### src/rtl/rojobot_port_if.sv
// PicoBlaze port-bus responder for the Rojobot register block: motor-control write
// capture, coherent status snapshots for reads, and the update-interrupt handshake.
module rojobot_port_if #(
    parameter bit ALT_ENABLE = 1'b1
) (
    input  logic       sysclk,
    input  logic       sysreset_n,
    input  logic [7:0] port_id,
    input  logic [7:0] io_data_in,
    input  logic       write_strobe,
    input  logic       read_strobe,
    output logic [7:0] io_data_out,
    output logic       bot_sel,
    input  logic       interrupt_ack,
    output logic       interrupt_request,
    input  logic       upd_sysregs,
    input  logic [7:0] locx,
    input  logic [7:0] locy,
    input  logic [7:0] botinfo,
    input  logic [7:0] sensors,
    input  logic [7:0] lmdist,
    input  logic [7:0] rmdist,
    output logic [7:0] motctl,
    output logic       motctl_wr,
    output logic [7:0] ovr_cnt
);

    typedef enum logic {
        IDLE = 1'b0,
        REQ  = 1'b1
    } irq_state_t;

    localparam logic [3:0] OFS_MOTCTL  = 4'h9;
    localparam logic [3:0] OFS_LOCX    = 4'hA;
    localparam logic [3:0] OFS_LOCY    = 4'hB;
    localparam logic [3:0] OFS_BOTINFO = 4'hC;
    localparam logic [3:0] OFS_SENSORS = 4'hD;
    localparam logic [3:0] OFS_LMDIST  = 4'hE;
    localparam logic [3:0] OFS_RMDIST  = 4'hF;

    irq_state_t state, state_next;
    logic [7:0] shadow [6];
    logic [7:0] rd_data;
    logic [3:0] offset;
    logic       overrun;

    // read_strobe carries no side effects; it is accepted only for bus completeness.
    logic unused_read_strobe;
    assign unused_read_strobe = read_strobe;

    assign offset  = port_id[3:0];
    assign bot_sel = (port_id[7:5] == 3'b000)
                   && (!port_id[4] || ALT_ENABLE)
                   && (offset >= OFS_MOTCTL);

    // NOTE: always_comb outputs get a default before any branch, so no path can infer a latch.
    always_comb begin
        rd_data = 8'h00;
        if (bot_sel) begin
            case (offset)
                OFS_MOTCTL:  rd_data = motctl;
                OFS_LOCX:    rd_data = shadow[0];
                OFS_LOCY:    rd_data = shadow[1];
                OFS_BOTINFO: rd_data = shadow[2];
                OFS_SENSORS: rd_data = shadow[3];
                OFS_LMDIST:  rd_data = shadow[4];
                OFS_RMDIST:  rd_data = shadow[5];
                default:     rd_data = 8'h00;
            endcase
        end
    end

    // NOTE: sequential state uses non-blocking assignments so every register samples pre-edge values.
    always_ff @(posedge sysclk or negedge sysreset_n) begin
        if (!sysreset_n) begin
            io_data_out <= 8'h00;
            motctl      <= 8'h00;
            motctl_wr   <= 1'b0;
        end else begin
            // Read mux samples the pre-update shadow when a snapshot lands in the same cycle.
            io_data_out <= rd_data;
            motctl_wr   <= 1'b0;
            if (write_strobe && bot_sel && (offset == OFS_MOTCTL)) begin
                motctl    <= io_data_in;
                motctl_wr <= 1'b1;
            end
        end
    end

    // NOTE: the shadow array is reset explicitly; software may read it before the first update.
    always_ff @(posedge sysclk or negedge sysreset_n) begin
        if (!sysreset_n) begin
            for (int i = 0; i < 6; i++) shadow[i] <= 8'h00;
        end else if (upd_sysregs) begin
            shadow[0] <= locx;
            shadow[1] <= locy;
            shadow[2] <= botinfo;
            shadow[3] <= sensors;
            shadow[4] <= lmdist;
            shadow[5] <= rmdist;
        end
    end

    always_ff @(posedge sysclk or negedge sysreset_n) begin
        if (!sysreset_n) state <= IDLE;
        else             state <= state_next;
    end

    always_comb begin
        state_next = state;
        case (state)
            IDLE: if (upd_sysregs) state_next = REQ;
            REQ:  if (interrupt_ack && !upd_sysregs) state_next = IDLE;
            default: state_next = IDLE;
        endcase
    end

    always_comb begin
        interrupt_request = (state == REQ);
    end

    // An update arriving while the previous one is still unacknowledged is an overrun.
    assign overrun = (state == REQ) && upd_sysregs && !interrupt_ack;

    always_ff @(posedge sysclk or negedge sysreset_n) begin
        if (!sysreset_n)                      ovr_cnt <= 8'h00;
        else if (overrun && ovr_cnt != 8'hFF) ovr_cnt <= ovr_cnt + 8'd1;
    end

endmodule

### config.mk
export PLATFORM = sky130hd
export DESIGN_NAME = rojobot_port_if
export DESIGN_NICKNAME = d
export VERILOG_FILES = /design/src/rtl/rojobot_port_if.sv
export SDC_FILE = /design/constraint.sdc
export NUM_CORES = 1
export LEC_CHECK = 0
export CORE_MARGIN = 2
export CORE_UTILIZATION = 63
export CTS_CLUSTER_SIZE = 16
export DETAILED_ROUTE_END_ITERATION = 12
export DONT_BUFFER_PORTS = 1
export PLACE_DENSITY = 0.79
export SLEW_MARGIN = 20
export SYNTH_ARGS = -nofsm -noshare
export SYNTH_HDL_FRONTEND = slang
export SYNTH_SLANG_ARGS = --single-unit
### constraint.sdc
create_clock -name sysclk -period 1.8 [get_ports sysclk]
set_input_delay 0.18 -clock sysclk [delete_from_list [all_inputs] [get_ports sysclk]]
set_output_delay 0.18 -clock sysclk [all_outputs]
set_load 0.01 [all_outputs]
==> summary.md, run 1 <==
| Metric | Value |
|---|---|
| CP Capture Type | flop |
| Yosys reg bits | 74 |
| Status | finished with violations |
| Core area | 0.00511 sq mm |
| Critical Path Fanout Max | 4 |
| Register clock-pin slew on the reported worst setup and hold paths | 0.07 ns |
| DR vias | 2265 |
| Dominant cell type by area after synthesis | dfrtp_1 |
| Fill cell count | 295 |
| Syn. warnings | 0 |
| Total Routing Usage GR | 0.272 |
| EDFF count, synth | 0 |
| Multi-input logic area | 0.00139 sq mm |
| Final period util | 0.927 |
| Register area | 0.00185 sq mm |
| Setup TNS | 0 ns |
| Post-synthesis async set-or-reset flop share | 1.00 |
| Commonest cells post-synth | 74 x dfrtp_1, 55 x mux2_2, 8 x a21oi_1, 8 x mux2_4 |
| Worst VDD drop | 0.744 mV |
| CP Launch Type | flop |
| Drt wl/cell | 20.4 um |
| Fin. max-slew vios | 0 |
| Fin. Hold Viols | 74 |
| CTS tree | done |
| Clk_lat worst skew | 0.33 ns |
| Root Buffer | clkbuf_8 |
| Register area share after synthesis | 0.554 |
| RSZ-0062 raised after global routing | no |
| Number of buffers and inverters on the critical path | 0 |
| Int Pwr | 2.69 mW |
| Total clock sinks | 74 |
| Worst endpoint required time | 2.02 ns |
| CTS H-tree depth | 3 |
| Synth unique cells | 37 |
| Nets | 369 |
| Post-synthesis xor/xnor area fraction | 0.0105 |
| Violated checks | negative hold slack |
| DRT iter0 DRCs | 207 |
| Die Height | 76.8 um |
| Simple-gate portion of the synthesized area | 0.0790 |
| Largest cells by area after synthesis | dfrtp_1 55%, mux2_2 19%, mux2_4 3.6%, mux4_2 3.4%, a21oi_1 1.2% |
| Pleak | 1.78 nW |
| Critical path class | flop to flop |
| Initial antenna violation count | 0 |
| Worst Skew | 0.00627 ns |
| Number of diodes | 0 |
| Initial Utilization | 0.654 |
| Top delay family on crit path | flip-flops |
| Synth Cell Area | 0.00334 sq mm |
| Layout cells sized above 1 | 0.284 |
| Hold Crit Class | input port to asynchronous set/reset pin |
| Row count | 26 |
| Top-area cell type share of the netlist area | 0.554 |
| Detailed Route WL | 7620 um |
| Placement Cell Area | 0.00335 sq mm |
| Pin count of the biggest net entering global routing | 75 |
| Final ANT Viol Nets | 0 |
| Non-filler cells, final | 373 |
| DR pass1 iterations | 4 |
| IO Port Bufs | 0 |
| Post-Synthesis Cells | 239 |
| Synth Net Count | 310 |
| GR Overflow Total | 0 |
| CTS max path bufs | 2 |
| Logic gate share of total power | 0.131 |
| Cts repair resizes | 0 |
| WHS | -0.462 ns |
| Final GP Congestion | 0.729 |
| Post-synthesis adder-cell area fraction | 0.00375 |
| Max Clock Freq | 599 MHz |
| Dpl ws | 0.162 ns |
| DPL Wire Length | 4280 um |
| Slowest stage delay, CP | 0.46 ns |
| Top-count cell post-synth | dfrtp_1 |
| Pwr/cell area | 873 mW/mm^2 |
| Min Tclk post-route | 1.67 ns |
| Max_cap viols | 0 |
| DR DRC count | 0 |
| Vias per inst | 6.07 |
| Mux share of post-synthesis cell area | 0.264 |
| Largest family of logic cells by synthesized area | multiplexers |
| Net Switching | 0.908 mW |
| Placed Cells | 296 |
| Final worst slack | 0.132 ns |
| Synth Area in Compound Gates | 0.0577 |
| Crit path DAT | 1.88 ns |
| Die width | 76.8 um |
| Num ports | 97 |
| Sw Share | 0.252 |
| Num CTS Buffers | 9 |
| Worst slew pin tran | 0.773 ns |
| Layout area overhead | 23.5% |
| Clock power share | 0.308 |
| Die ar. | 0.00590 sq mm |
| Sequential share of power | 0.561 |
| Crit path max-delay cell type | dfrtp_1 |
| Final Setup Violations | 0 |
| Vias in the first global route | 2373 |
| Syn_area_per_cell | 14.0 sq um |
| Final instance area | 0.00413 sq mm |
| Wire length of the first global-routing pass | 12200 um |
| Max_slew headroom | 0.481 |
| Most used DFF post-synth | dfrtp_1 |
| Critical path, cell by cell | ha_1 > nand3_1 > o21ai_0 > mux2_2 |
==> registers in the layout (all words and copies together), names as in the netlist <==
register / flops
interrupt_request: 1
io_data_out: 8
shadow: 48
motctl: 8
ovr_cnt: 8
motctl_wr: 1
==> power by group through the flow <==
| stage | registers [mW] | logic (mW) | clock network, mW |
|---|---|---|---|
| after global routing | 2.05 | 0.513 | 1.20 |
| after global placement | 2.04 | 0.326 | 0 |
| after CTS | 2.01 | 0.456 | 1.12 |
| after detailed placement | 2.04 | 0.346 | 0 |
| final | 2.02 | 0.473 | 1.11 |
| after floorplan | 2.00 | 0.344 | 0 |
==> stage by stage <==
stage               power [mW]  utilization
floorplan                 2.35            -
global placement          2.36        0.656
detailed placement        2.39        0.656
CTS                       3.59        0.802
global route              3.76        0.808
finish                    3.60        0.808
==> cell type report <==
class	count	share of cell area
Timing Repair Buffer	63	0.152
Tap cell	70	0.0212
Sequential cell	74	0.449
Clock buffer	13	0.0361
Inverter	3	0.00273
Clock inverter	3	0.00364
Multi-Input combinational cell	147	0.336
==> repair_timing <==
item	CTS	global route
hold endpoints to repair	128	76
hold buffers	58	3
setup buffers	0	0
endpoints found under the setup margin	0	0
==> final timing paths <==
check,startpoint,endpoint,slack (ns),depth (start not counted)
setup / recovery,ovr_cnt[0]$_DFFE_PN0P_,ovr_cnt[1]$_DFFE_PN0P_,0.13,4
hold / removal,sysreset_n,shadow[7]$_DFFE_PN0P_,-0.46,0
setup reg to reg,ovr_cnt[0]$_DFFE_PN0P_,ovr_cnt[1]$_DFFE_PN0P_,0.13,4
hold reg to reg,shadow[11]$_DFFE_PN0P_,shadow[11]$_DFFE_PN0P_,0.50,1
max in group asynchronous,sysreset_n,shadow[0]$_DFFE_PN0P_,2.13,0
min in group sysclk,upd_sysregs,shadow[11]$_DFFE_PN0P_,0.02,1
==> placed cells by master, fill, tap and decap left out, types with 3 or more instances in the layout <==
cell type,synthesis,layout
dfrtp_1,74,74
dlygate4sd3_1,0,61
mux2_2,55,55
clkbuf_8,0,10
a21oi_1,8,8
mux2_4,8,8
nor2_1,7,7
nand2_1,6,6
nor2b_1,6,6
nand4_1,6,6
o21ai_0,5,5
mux4_2,5,5
a221oi_1,4,4
nor3_1,4,4
inv_1,3,3
mux2i_1,3,3
and3_1,3,3
nand3_1,3,3
clkbuf_1,0,3
clkinv_2,0,3
==> cells by family after synthesis <==
family / Yosys count
AOI/OAI and AO/OA: 28
xor gates and xnor gates: 4
adders and majority gates: 1
buffers and inverters: 18
DFF: 74
muxes: 71
and+or+nand+nor: 43
==> per-layer routing <==
metal | vias up | global-route usage | wire (um)
met5 | - | 0 | 0
met4 | 0 | 0.102 | 133
met3 | 14 | 0.0776 | 484
met2 | 100 | 0.441 | 3920
met1 | 1160 | 0.349 | 3080
li1 | 991 | - | -
==> worst register-to-register path: stages (launching register included) <==
cell and delay [ns]:
dfrtp_1 0.46, ha_1 0.23, nand3_1 0.16, o21ai_0 0.34, mux2_2 0.37
Note: power is estimated with default switching activity, not from simulation.
==> run 2: changes to the inputs <==
--- a/config.mk
+++ b/config.mk
@@ -11,6 +11,7 @@
 export DETAILED_ROUTE_END_ITERATION = 12
 export DONT_BUFFER_PORTS = 1
 export PLACE_DENSITY = 0.79
+export SKIP_LAST_GASP = 1
 export SLEW_MARGIN = 20
 export SYNTH_ARGS = -nofsm -noshare
 export SYNTH_HDL_FRONTEND = slang
==> results of run 2 <==
Final layout, timing and power as in run 1 (identical DEF).
